<file path="config.mk">
export PLATFORM = sky130hd
export DESIGN_NAME = fp16_sqrt_stream_flat
export DESIGN_NICKNAME = d
export VERILOG_FILES = /design/src/rtl/fp16_sqrt_stream_if.sv /design/src/rtl/fp16_sqrt_stream.sv /design/src/flat_wrapper.sv
export SDC_FILE = /design/constraint.sdc
export NUM_CORES = 1
export LEC_CHECK = 0
export CAP_MARGIN = 10
export CELL_PAD_IN_SITES_DETAIL_PLACEMENT = 1
export CELL_PAD_IN_SITES_GLOBAL_PLACEMENT = 1
export CORE_MARGIN = 3
export CORE_UTILIZATION = 45
export CTS_BUF_LIST = sky130_fd_sc_hd__clkbuf_2 sky130_fd_sc_hd__clkbuf_4 sky130_fd_sc_hd__clkbuf_8
export CTS_CLUSTER_SIZE = 30
export DETAILED_ROUTE_END_ITERATION = 12
export GPL_ROUTABILITY_DRIVEN = 0
export PLACE_DENSITY_LB_ADDON = 0.1
export SYNTH_ARGS = -nofsm -noshare
export SYNTH_HDL_FRONTEND = slang
export SYNTH_SLANG_ARGS = --single-unit
export TNS_END_PERCENT = 100
</file>
<file path="constraint.sdc">
create_clock -name clk -period 2.66 [get_ports clk]
set_input_delay 0.399 -clock clk [delete_from_list [all_inputs] [get_ports clk]]
set_output_delay 0.399 -clock clk [all_outputs]
set_load 0.01 [all_outputs]
</file>
<file path="src/rtl/fp16_sqrt_stream_if.sv">
// Valid/ready/data stream carrying one fp16 value per transfer.
// master drives valid/data, slave drives ready.
interface fp16_sqrt_stream_if;
    logic        valid;
    logic        ready;
    logic [15:0] data;

    modport master (output valid, output data, input ready);
    modport slave  (input valid, input data, output ready);
endinterface

</file>
<file path="src/rtl/fp16_sqrt_stream.sv">
// Credit-based valid/ready wrapper around a fixed-latency fp16 sqrt core.
// Operands issue only when a result slot is reserved; results return in order.
module fp16_sqrt_stream #(
    parameter int LATENCY = 13,
    parameter int DEPTH   = 16,
    parameter int CNT_W   = $clog2(DEPTH + 1)
) (
    input  logic               clk,
    input  logic               rst_n,
    fp16_sqrt_stream_if.slave  in_bus,
    fp16_sqrt_stream_if.master out_bus,
    output logic [15:0]        core_a,
    input  logic [15:0]        core_result,
    output logic [CNT_W-1:0]   occupancy
);
    localparam int               PTR_W = (DEPTH > 1) ? $clog2(DEPTH) : 1;
    localparam logic [PTR_W-1:0] LAST  = PTR_W'(DEPTH - 1);
    localparam logic [CNT_W-1:0] FULL  = CNT_W'(DEPTH);

    logic [LATENCY:1] vld_sr;
    logic [15:0]      mem [DEPTH];
    logic [PTR_W-1:0] wr_ptr;
    logic [PTR_W-1:0] rd_ptr;
    logic [CNT_W-1:0] fifo_cnt;
    logic             can_accept;
    logic             has_data;
    logic             fire;
    logic             pop;
    logic             capture;

    // in_ready depends on the credit count alone, never on out_ready.
    assign can_accept    = (occupancy < FULL);
    assign in_bus.ready  = can_accept;
    assign fire          = in_bus.valid & can_accept;
    assign core_a        = fire ? in_bus.data : 16'h0000;

    assign capture       = vld_sr[LATENCY];
    assign has_data      = (fifo_cnt != '0);
    assign out_bus.valid = has_data;
    assign out_bus.data  = has_data ? mem[rd_ptr] : 16'h0000;
    assign pop           = has_data & out_bus.ready;

    // NOTE: sequential state uses non-blocking assignments so every register samples pre-edge values.
    always_ff @(posedge clk) begin
        if (!rst_n) begin
            vld_sr <= '0;
        end else begin
            vld_sr[1] <= fire;
            for (int k = 2; k <= LATENCY; k++) begin
                vld_sr[k] <= vld_sr[k-1];
            end
        end
    end

    // NOTE: the storage array has no reset; pointers and fifo_cnt decide which entries are live.
    always_ff @(posedge clk) begin
        if (capture) begin
            mem[wr_ptr] <= core_result;
        end
    end

    always_ff @(posedge clk) begin
        if (!rst_n) begin
            wr_ptr    <= '0;
            rd_ptr    <= '0;
            fifo_cnt  <= '0;
            occupancy <= '0;
        end else begin
            if (capture) begin
                wr_ptr <= (wr_ptr == LAST) ? '0 : wr_ptr + PTR_W'(1);
            end
            if (pop) begin
                rd_ptr <= (rd_ptr == LAST) ? '0 : rd_ptr + PTR_W'(1);
            end
            // The credit invariant guarantees a capture always finds a free slot.
            case ({capture, pop})
                2'b10:   fifo_cnt <= fifo_cnt + CNT_W'(1);
                2'b01:   fifo_cnt <= fifo_cnt - CNT_W'(1);
                default: fifo_cnt <= fifo_cnt;
            endcase
            case ({fire, pop})
                2'b10:   occupancy <= occupancy + CNT_W'(1);
                2'b01:   occupancy <= occupancy - CNT_W'(1);
                default: occupancy <= occupancy;
            endcase
        end
    end
endmodule

</file>
<file path="src/flat_wrapper.sv">
// flat-port wrapper written by rule: the top's interface ports become plain ports
module fp16_sqrt_stream_flat 
#(
    parameter int LATENCY = 13,
    parameter int DEPTH   = 16,
    parameter int CNT_W   = $clog2(DEPTH + 1)
)
  (clk, rst_n, core_a, core_result, occupancy, in_bus_valid, in_bus_data, in_bus_ready, out_bus_valid, out_bus_data, out_bus_ready);
  fp16_sqrt_stream_if in_bus_i ();
  fp16_sqrt_stream_if out_bus_i ();
  input  logic clk;
  input  logic rst_n;
  output logic [15:0] core_a;
  input  logic [15:0] core_result;
  output logic [CNT_W-1:0] occupancy;
  input wire logic [$bits(in_bus_i.valid)-1:0] in_bus_valid;
  input wire logic [$bits(in_bus_i.data)-1:0] in_bus_data;
  output wire logic [$bits(in_bus_i.ready)-1:0] in_bus_ready;
  output wire logic [$bits(out_bus_i.valid)-1:0] out_bus_valid;
  output wire logic [$bits(out_bus_i.data)-1:0] out_bus_data;
  input wire logic [$bits(out_bus_i.ready)-1:0] out_bus_ready;
  assign in_bus_i.valid = in_bus_valid;
  assign in_bus_i.data = in_bus_data;
  assign in_bus_ready = in_bus_i.ready;
  assign out_bus_valid = out_bus_i.valid;
  assign out_bus_data = out_bus_i.data;
  assign out_bus_i.ready = out_bus_ready;
  fp16_sqrt_stream #(.LATENCY(LATENCY), .DEPTH(DEPTH), .CNT_W(CNT_W)) u_core (.clk(clk), .rst_n(rst_n), .in_bus(in_bus_i), .out_bus(out_bus_i), .core_a(core_a), .core_result(core_result), .occupancy(occupancy));
endmodule
</file>
==> results of run 1 <==
==> sequential cells by signal, summed over array words and instances, names as in the netlist, named ones only <==
signal	count
u_core.mem	256
u_core.vld_sr	13
u_core.fifo_cnt	5
u_core.occupancy	5
u_core.rd_ptr	4
u_core.wr_ptr	4
==> synthesized netlist by cell type, types with 6 or more instances <==
cell type,instances,share of area
a21oi_1,9,0.0039
edfxtp_1,256,0.67
buf_1,6,0.0019
dfxtp_1,35,0.061
mux4_2,80,0.16
and2_1,45,0.024
nand2_1,12,0.0039
ha_1,10,0.011
inv_1,14,0.0045
nor2b_1,19,0.010
nor2_1,19,0.0062
buf_2,9,0.0039
clkbuf_1,15,0.0049
==> power groups by stage <==
stage	sequential (mW)	combinational (mW)	clock (mW)
finish	5.18	3.86	3.85
global route	5.19	4.14	4.20
CTS	5.17	3.71	3.95
detailed placement	5.26	3.14	0
global placement	5.25	3.05	0
floorplan	5.21	1.89	0
==> cells in the final DEF, fill, tap and decap left out, types with 9 or more instances in the layout <==
cell	instances
clkinv_1	9
buf_2	10
a21oi_1	9
nor2b_1	12
edfxtp_1	256
inv_1	13
and2_1	45
clkdlybuf4s50_1	57
buf_4	45
clkbuf_4	20
dfxtp_1	32
buf_12	14
buf_6	10
mux4_2	80
nor2_1	18
clkbuf_8	51
nand2_1	12
==> critical path: stages (launching register included) <==
cell	delay, ps
dfxtp_4	410
buf_12	120
buf_12	120
buf_8	110
mux4_2	480
mux4_2	500
nor2b_4	160
buf_6	120
==> cells by family after synthesis <==
| group | share of synthesized area |
|---|---|
| compound gates | 0.02501 |
| xor+xnor | 0.007469 |
| fa+ha+maj | 0.01082 |
| buf+inv | 0.01656 |
| flops | 0.7257 |
| mux | 0.1602 |
| simple gates | 0.05423 |
==> cell type report <==
type / count / share of cell area
Clock buffer: 71 / 0.05898
Clock inverter: 15 / 0.006582
Inverter: 15 / 0.003897
Multi-Input combinational cell: 253 / 0.2170
Sequential cell: 291 / 0.5811
Tap cell: 330 / 0.02858
Timing Repair Buffer: 143 / 0.1038
==> metal layers <==
layer / wire (um) / track usage / up-vias
met1: 11520 / 0.2701 / 3215
li1: - / - / 2699
met5: 7 / 0 / -
met2: 14160 / 0.3425 / 195
met3: 1458 / 0.03856 / 35
met4: 425 / 0.04448 / 2
==> stage by stage <==
stage	std cells	total power, mW
2_1_floorplan	590	7.102
3_3_place_gp	1006	8.304
3_5_place_dp	1006	8.405
4_1_cts	1118	12.82
5_1_grt	1118	13.52
6_report	1118	12.89
==> worst min-delay path by stage <==
stage | startpoint | to | slack (ps) | cells past startpoint
floorplan | u_core.vld_sr[12]$_SDFF_PN0_ | u_core.vld_sr[13]$_SDFF_PN0_ | 410 | 1
global placement | u_core.vld_sr[7]$_SDFF_PN0_ | u_core.vld_sr[8]$_SDFF_PN0_ | 420 | 1
detailed placement | u_core.vld_sr[7]$_SDFF_PN0_ | u_core.vld_sr[8]$_SDFF_PN0_ | 420 | 1
CTS | u_core.vld_sr[7]$_SDFF_PN0_ | u_core.vld_sr[8]$_SDFF_PN0_ | 440 | 1
global route | u_core.vld_sr[12]$_SDFF_PN0_ | u_core.vld_sr[13]$_SDFF_PN0_ | 440 | 1
finish | u_core.vld_sr[7]$_SDFF_PN0_ | u_core.vld_sr[8]$_SDFF_PN0_ | 430 | 1
==> what timing repair did <==
item	in CTS	in global routing
gates resized for setup	86	38
cloned	6	0
setup endpoints to repair	18	19
pin swaps	1	2
buffers inserted	21	5
==> qor.csv, run 1 <==
metric,value,unit
cp-endpoint,out_bus_data[0],
finalMaxSlewViolations,0,
grt_pass1_wl,41940,um
final_nets,797,
antennaDiodeCount,0,
max_slew_margin,0.5114,
die_h,166.3,um
swShare,0.2700,
antenna_found_initial,1,
syn_avg_cell_area,19.59,um2
period_needed,2968,ps
p_comb_frac,0.299,
cts_sinks,291,
grt_max_degree,41,
p_leak,4.826,nW
vdd_drop_max,433.7,uV
ys_warn_count,0,
clkPwrFrac,0.299,
r2r-end,u_core.fifo_cnt[4]$_SDFFE_PN0P_,
final_core_util,0.5737,
syn-num-nets,636,
finalClockSkew,18.49,ps
hold_viol,0,
fp.dieW,166.3,um
required,2260,ps
ctsHoldBuffers,0,
clock.fmax,0.3370,GHz
drc_errors,0,
design_area,14450,um2
p_switching,3.480,mW
firstDrtPassIters,5,
ant_nets,0,
core,25180,um2
clkTransAtPathRegs,70,ps
post-place-ws,-146.0,ps
syn-cell-area,11560,um2
cts_buffers,47,
r2r_slack,80,ps
grt_pass1_vias,6787,
initial_core_util,0.4590,
n_fill_cell,2255,
p_int,9.409,mW
area_growth,24.98,%
worstSetupStartpointType,flip-flop,
crit-reg2reg-launch,u_core.fifo_cnt[4]$_SDFFE_PN0P_,
seq_area,8394,um2
critPathMaxFanout,7,
ys_ff_latch,291,
synth-main-ff-cell,edfxtp_1,
whs,431.8,ps
pwr-share-seq,0.402,
drive_gt1_frac,0.3452,
cts-root-buf,clkbuf_8,
cp.arrival,2570,ps
multiInputGateArea,3136,um2
path_class,flip-flop to output pin,
netlist_instances,590,
rsz0062_at_grt,true,
grtUsageTotal,0.1999,
cts_buffer_depth,3,
port_buffers,74,
end_kind,output pin,
num_rows,58,
maxCapViolations,0,
period_share,1.116,
overflow,0,
synth_edf_count,256,
synth_cell_types,44,
drt_iter0_drc,560,
via_count,6146,
dieArea,27640,um2
status,"finished, violations left",
cts_tree,done,
ios,75,
place_area,13020,um2
wl_per_cell,24.66,um
yosysSeqAreaShare,0.7257,
finalWirelength,27580,um
powerDensity,892.1,nW/um2
hp-class,flip-flop to flip-flop,
ys_async_sr_fraction,0,
htreeDepth,2,
tns,-4032,ps
viasPerCell,5.497,
final-setup-viol-count,16,
layout_setup_ws,-307.6,ps
violations,negative setup slack,
tightestPinTransition,732.1,ps
dp_hpwl,15440,um
worstRegToRegCells,8,
clock_latency,540,ps
No activity file was read; power rests on OpenSTA's default activity.
==> run 2, diff against run 1 <==
Settings changed: CORE_UTILIZATION 45 to 48, SLEW_MARGIN from default to 10.
==> run 2 against run 1 <==
The flow still finishes with violations (negative setup slack). Final cell count is 2.1% lower. Cell area is 1.3% lower. Die area is 6.0% lower. Combinational power down 4%. Hold slack better by 2.6 ps. Clock power down 5%. Largest power group unchanged. Sequential power about the same. Critical path type unchanged. Global-route usage grew 1.8 points. Clock-buffer cell count fell by 9.
==> qor.csv, run 2 (synthesis results as in run 1) <==
metric,value,unit
status,"finished, violations left",
violations,negative setup slack,
die_h,161.2,um
finalClockSkew,26.51,ps
powerDensity,878.2,nW/um2
num_rows,56,
finalMaxSlewViolations,0,
maxCapViolations,0,
period_needed,2946,ps
met1_length,11490,um
hp-class,flip-flop to flip-flop,
via_count,6161,
grt_pass1_vias,6838,
top_register,u_core.mem,
whs,434.4,ps
mostFrequentLayoutCell,edfxtp_1,
dp_hpwl,14940,um
cts_sinks,291,
drc_errors,0,
r2r_slack,-30,ps
port_buffers,74,
initial_core_util,0.4910,
fp.dieW,161.2,um
cp-endpoint,out_bus_data[15],
rsz0062_at_grt,true,
antenna_found_initial,0,
worstRegToRegCells,10,
ios,75,
max_slew_margin,0.4334,
critPathMaxStageDelay,490,ps
top_layer_used,met4,
htreeDepth,2,
period_share,1.108,
drive_gt1_frac,0.3277,
r2r-end,u_core.occupancy[4]$_SDFFE_PN0P_,
ctsHoldBuffers,0,
tightestPinTransition,842.1,ps
design_area,14260,um2
p_leak,4.739,nW
tns,-3869,ps
route.met3.wl,1437,um
final-setup-viol-count,17,
place_area,13030,um2
layout_setup_ws,-286.2,ps
grt_max_degree,35,
final_nets,789,
dr_wl_met2,14030,um
layout_common_cells,"edfxtp_1, mux4_2, clkdlybuf4s50_1, clkbuf_8, and2_1",
ant_nets,0,
required,2260,ps
antennaDiodeCount,0,
top_regs,"u_core.mem (256), u_core.vld_sr (13)",
grtUsageTotal,0.2178,
drt_iter0_drc,483,
clock_latency,570,ps
clkTransAtPathRegs,60,ps
crit-reg2reg-launch,u_core.fifo_cnt[3]$_SDFFE_PN0P_,
critPathMaxFanout,5,
wl_per_cell,25.09,um
crit_path_frequent_cell,buf_6,
post-place-ws,-165.0,ps
worst_path_max_delay_cell,mux4_2,
viasPerCell,5.632,
overflow,0,
finalWirelength,27450,um
path_class,flip-flop to output pin,
area_growth,23.41,%
crit_chain,buf_6 -> buf_6 -> buf_16 -> mux4_2 -> mux4_2 -> nor2b_4 -> buf_6,
hold_viol,0,
cts_buffer_depth,3,
dieArea,25980,um2
vdd_drop_max,442.8,uV
cts_tree,done,
grt_pass1_wl,42000,um
end_kind,output pin,
core,23540,um2
cts-root-buf,clkbuf_8,
cts_buffers,46,
cp.arrival,2550,ps
clock.fmax,0.3394,GHz
firstDrtPassIters,5,
worstSetupStartpointType,flip-flop,
largest_reg_flops,256,
## run 2: changes by cell type in the layout (fill, tap and decap cells not counted), sizes merged
cell,change
buf,-7
clkbuf,-9
clkinv,+2
inv,+1
## run 2: timing repair
action                                  CTS  global route
cloned                                    6             0
endpoints found under the setup margin   18            20
resized for setup                        96            20
pin swaps                                 1             8
setup buffers                            18             5
## run 2: power by group
part / switching (mW) / internal [mW] / leakage [nW]
clock: 1.70 / 1.97 / 0.468
combinational: 1.62 / 2.08 / 1.69
sequential: 0.110 / 5.06 / 2.59
total: 3.42 / 9.10 / 4.74
## run 2: cell type report
class	instances	area, um2
Fill cell	2077	9278
Sequential cell	291	8394
Multi-Input combinational cell	253	3110
Timing Repair Buffer	136	1429
Clock buffer	62	765.7
Tap cell	319	399.1
Clock inverter	18	110.1
Inverter	15	56.30
## run 2: worst max-delay path: cells and delay by family (launching register included)
family | cells | cell delay, ps
buffers and inverters | 4 | 500
DFF | 1 | 360
muxes | 2 | 980
and+or+nand+nor | 1 | 150
## run 2: worst min path at each step
stage | startpoint | to | cells past startpoint
3_3_place_gp | u_core.vld_sr[1]$_SDFF_PN0_ | u_core.vld_sr[2]$_SDFF_PN0_ | 1
5_1_grt | u_core.vld_sr[5]$_SDFF_PN0_ | u_core.vld_sr[6]$_SDFF_PN0_ | 1
3_5_place_dp | u_core.vld_sr[11]$_SDFF_PN0_ | u_core.vld_sr[12]$_SDFF_PN0_ | 1
4_1_cts | u_core.vld_sr[1]$_SDFF_PN0_ | u_core.vld_sr[2]$_SDFF_PN0_ | 1
6_report | u_core.vld_sr[2]$_SDFF_PN0_ | u_core.vld_sr[3]$_SDFF_PN0_ | 1
2_1_floorplan | u_core.vld_sr[12]$_SDFF_PN0_ | u_core.vld_sr[13]$_SDFF_PN0_ | 1
## run 2: metrics by stage
step | util | total power [mW] | instances
finish | 0.6059 | 12.53 | 1094
global route | 0.6059 | 13.10 | 1094
CTS | 0.6059 | 12.64 | 1096
detailed placement | 0.5534 | 8.392 | 993
global placement | 0.5534 | 8.308 | 993
floorplan | - | 7.102 | 590
## run 2: metal layers
metal,track usage,up-vias
li1,-,2673
met1,0.3010,3249
met2,0.3669,202
met5,0,-
met3,0.03539,37
met4,0.05671,0
==> run 3, diff against run 2 <==
Settings changed: SKIP_CTS_REPAIR_TIMING from default to 1.
==> run 3 against run 2 <==
The run still ends with negative setup slack left. Die area stayed put. Register-to-register slack better by 30 ps. Highest routed layer unchanged. Fmax fell by 0.17%. Largest power group unchanged. First-iteration DRC count is 14% lower. Flip-flop and latch count unchanged.
==> qor.csv, run 3 (synthesis results as in run 1) <==
metric,value,unit
status,"finished, violations left",
violations,negative setup slack,
wl_per_cell,24.20,um
finalClockSkew,20.78,ps
grt_pass1_vias,6644,
cts_buffer_depth,3,
die_h,161.2,um
grt_pass1_wl,40080,um
tightestPinTransition,834.0,ps
finalWirelength,26400,um
p_leak,4.750,nW
worstRegToRegCells,11,
power,12.33,mW
port_buffers,74,
ant_nets,0,
top_regs,"u_core.mem (256), u_core.vld_sr (13)",
powerDensity,865.9,nW/um2
hp-class,flip-flop to flip-flop,
end_kind,output pin,
period_share,1.109,
whs,434.5,ps
layout_setup_ws,-291.1,ps
grtUsageTotal,0.2058,
core,23540,um2
max_slew_margin,0.4389,
path_class,flip-flop to output pin,
firstDrtPassIters,5,
maxCapViolations,0,
required,2260,ps
worstSetupStartpointType,flip-flop,
drc_errors,0,
n_fill_cell,2082,
rsz0062_at_grt,true,
critPathMaxFanout,7,
hold_viol,0,
cts_buffers,46,
cts_tree,done,
layout_common_cells,"edfxtp_1, mux4_2, clkdlybuf4s50_1, clkbuf_8, and2_1",
num_rows,56,
drive_gt1_frac,0.3187,
fp.dieW,161.2,um
final_nets,786,
dp_hpwl,14940,um
htreeDepth,2,
hold_depth,1,
drt_iter0_drc,416,
initial_core_util,0.4910,
dieArea,25980,um2
clock_latency,560,ps
clock.fmax,0.3389,GHz
area_growth,23.21,%
cts_sinks,291,
ios,75,
period_needed,2951,ps
cts-root-buf,clkbuf_8,
top_register,u_core.mem,
largest_reg_flops,256,
mostFrequentLayoutCell,edfxtp_1,
vdd_drop_max,438.9,uV
finalMaxSlewViolations,0,
viasPerCell,5.582,
overflow,0,
antennaDiodeCount,0,
cp.arrival,2550,ps
antenna_found_initial,0,
clkTransAtPathRegs,60,ps
grt_max_degree,35,
via_count,6090,
final-setup-viol-count,16,
## run 3: changes by cell type in the layout (fill, tap and decap cells not counted), sizes merged
cell | before | now
buf | 78 | 56
clkbuf | 62 | 76
dlymetal6s2s | 0 | 6
dlygate4sd2 | 1 | 0
## run 3: metal layers
metal / track usage / vias to the layer above / wire (um)
li1: - / 2663 / -
met1: 0.2868 / 3226 / 11460
met2: 0.3449 / 171 / 13190
met3: 0.03821 / 30 / 1360
met4: 0.04458 / 0 / 388
met5: 0 / - / 0
## run 3: worst paths after layout
| check | start | end | slack (ps) |
|---|---|---|---|
| max reg2reg | u_core.fifo_cnt[3]$_SDFFE_PN0P_ | u_core.occupancy[4]$_SDFFE_PN0P_ | 0 |
| min | u_core.vld_sr[2]$_SDFF_PN0_ | u_core.vld_sr[3]$_SDFF_PN0_ | 430 |
| max | flip-flop | out_bus_data[4] | -290 |
| min reg2reg | u_core.vld_sr[2]$_SDFF_PN0_ | u_core.vld_sr[3]$_SDFF_PN0_ | 430 |
## run 3: layout make-up
class | count | area [um2] | area share
Multi-Input combinational cell | 253 | 3118 | 0.2189
Inverter | 15 | 56.30 | 0.003954
Clock buffer | 62 | 765.7 | 0.05377
Sequential cell | 291 | 8394 | 0.5894
Clock inverter | 18 | 110.1 | 0.007732
Timing Repair Buffer | 133 | 1398 | 0.09814
Tap cell | 319 | 399.1 | 0.02803
## run 3: power by group
group / internal, mW / switching (mW)
combinational: 1.99 / 1.54
sequential: 5.06 / 0.113
clock: 1.97 / 1.67
## run 3: through the flow
stage	util	setup slack [ps]	std cells	setup TNS, ps	area [um2]
floorplan	-	13.02	590	0	11580
global placement	0.5534	-210.1	993	-248.2	13030
detailed placement	0.5534	-165.0	993	-255.0	13030
CTS	0.5906	-669.6	1073	-9946	13900
global route	0.6049	-364.2	1091	-5331	14240
finish	0.6049	-291.1	1091	-3673	14240
## run 3: worst max-delay path, stage by stage, from the launching register on
cell and delay (ps):
dfxtp_4 370, buf_6 140, clkbuf_16 170, buf_12 100
mux4_2 480, mux4_2 480, nor2b_1 140, clkbuf_2 120
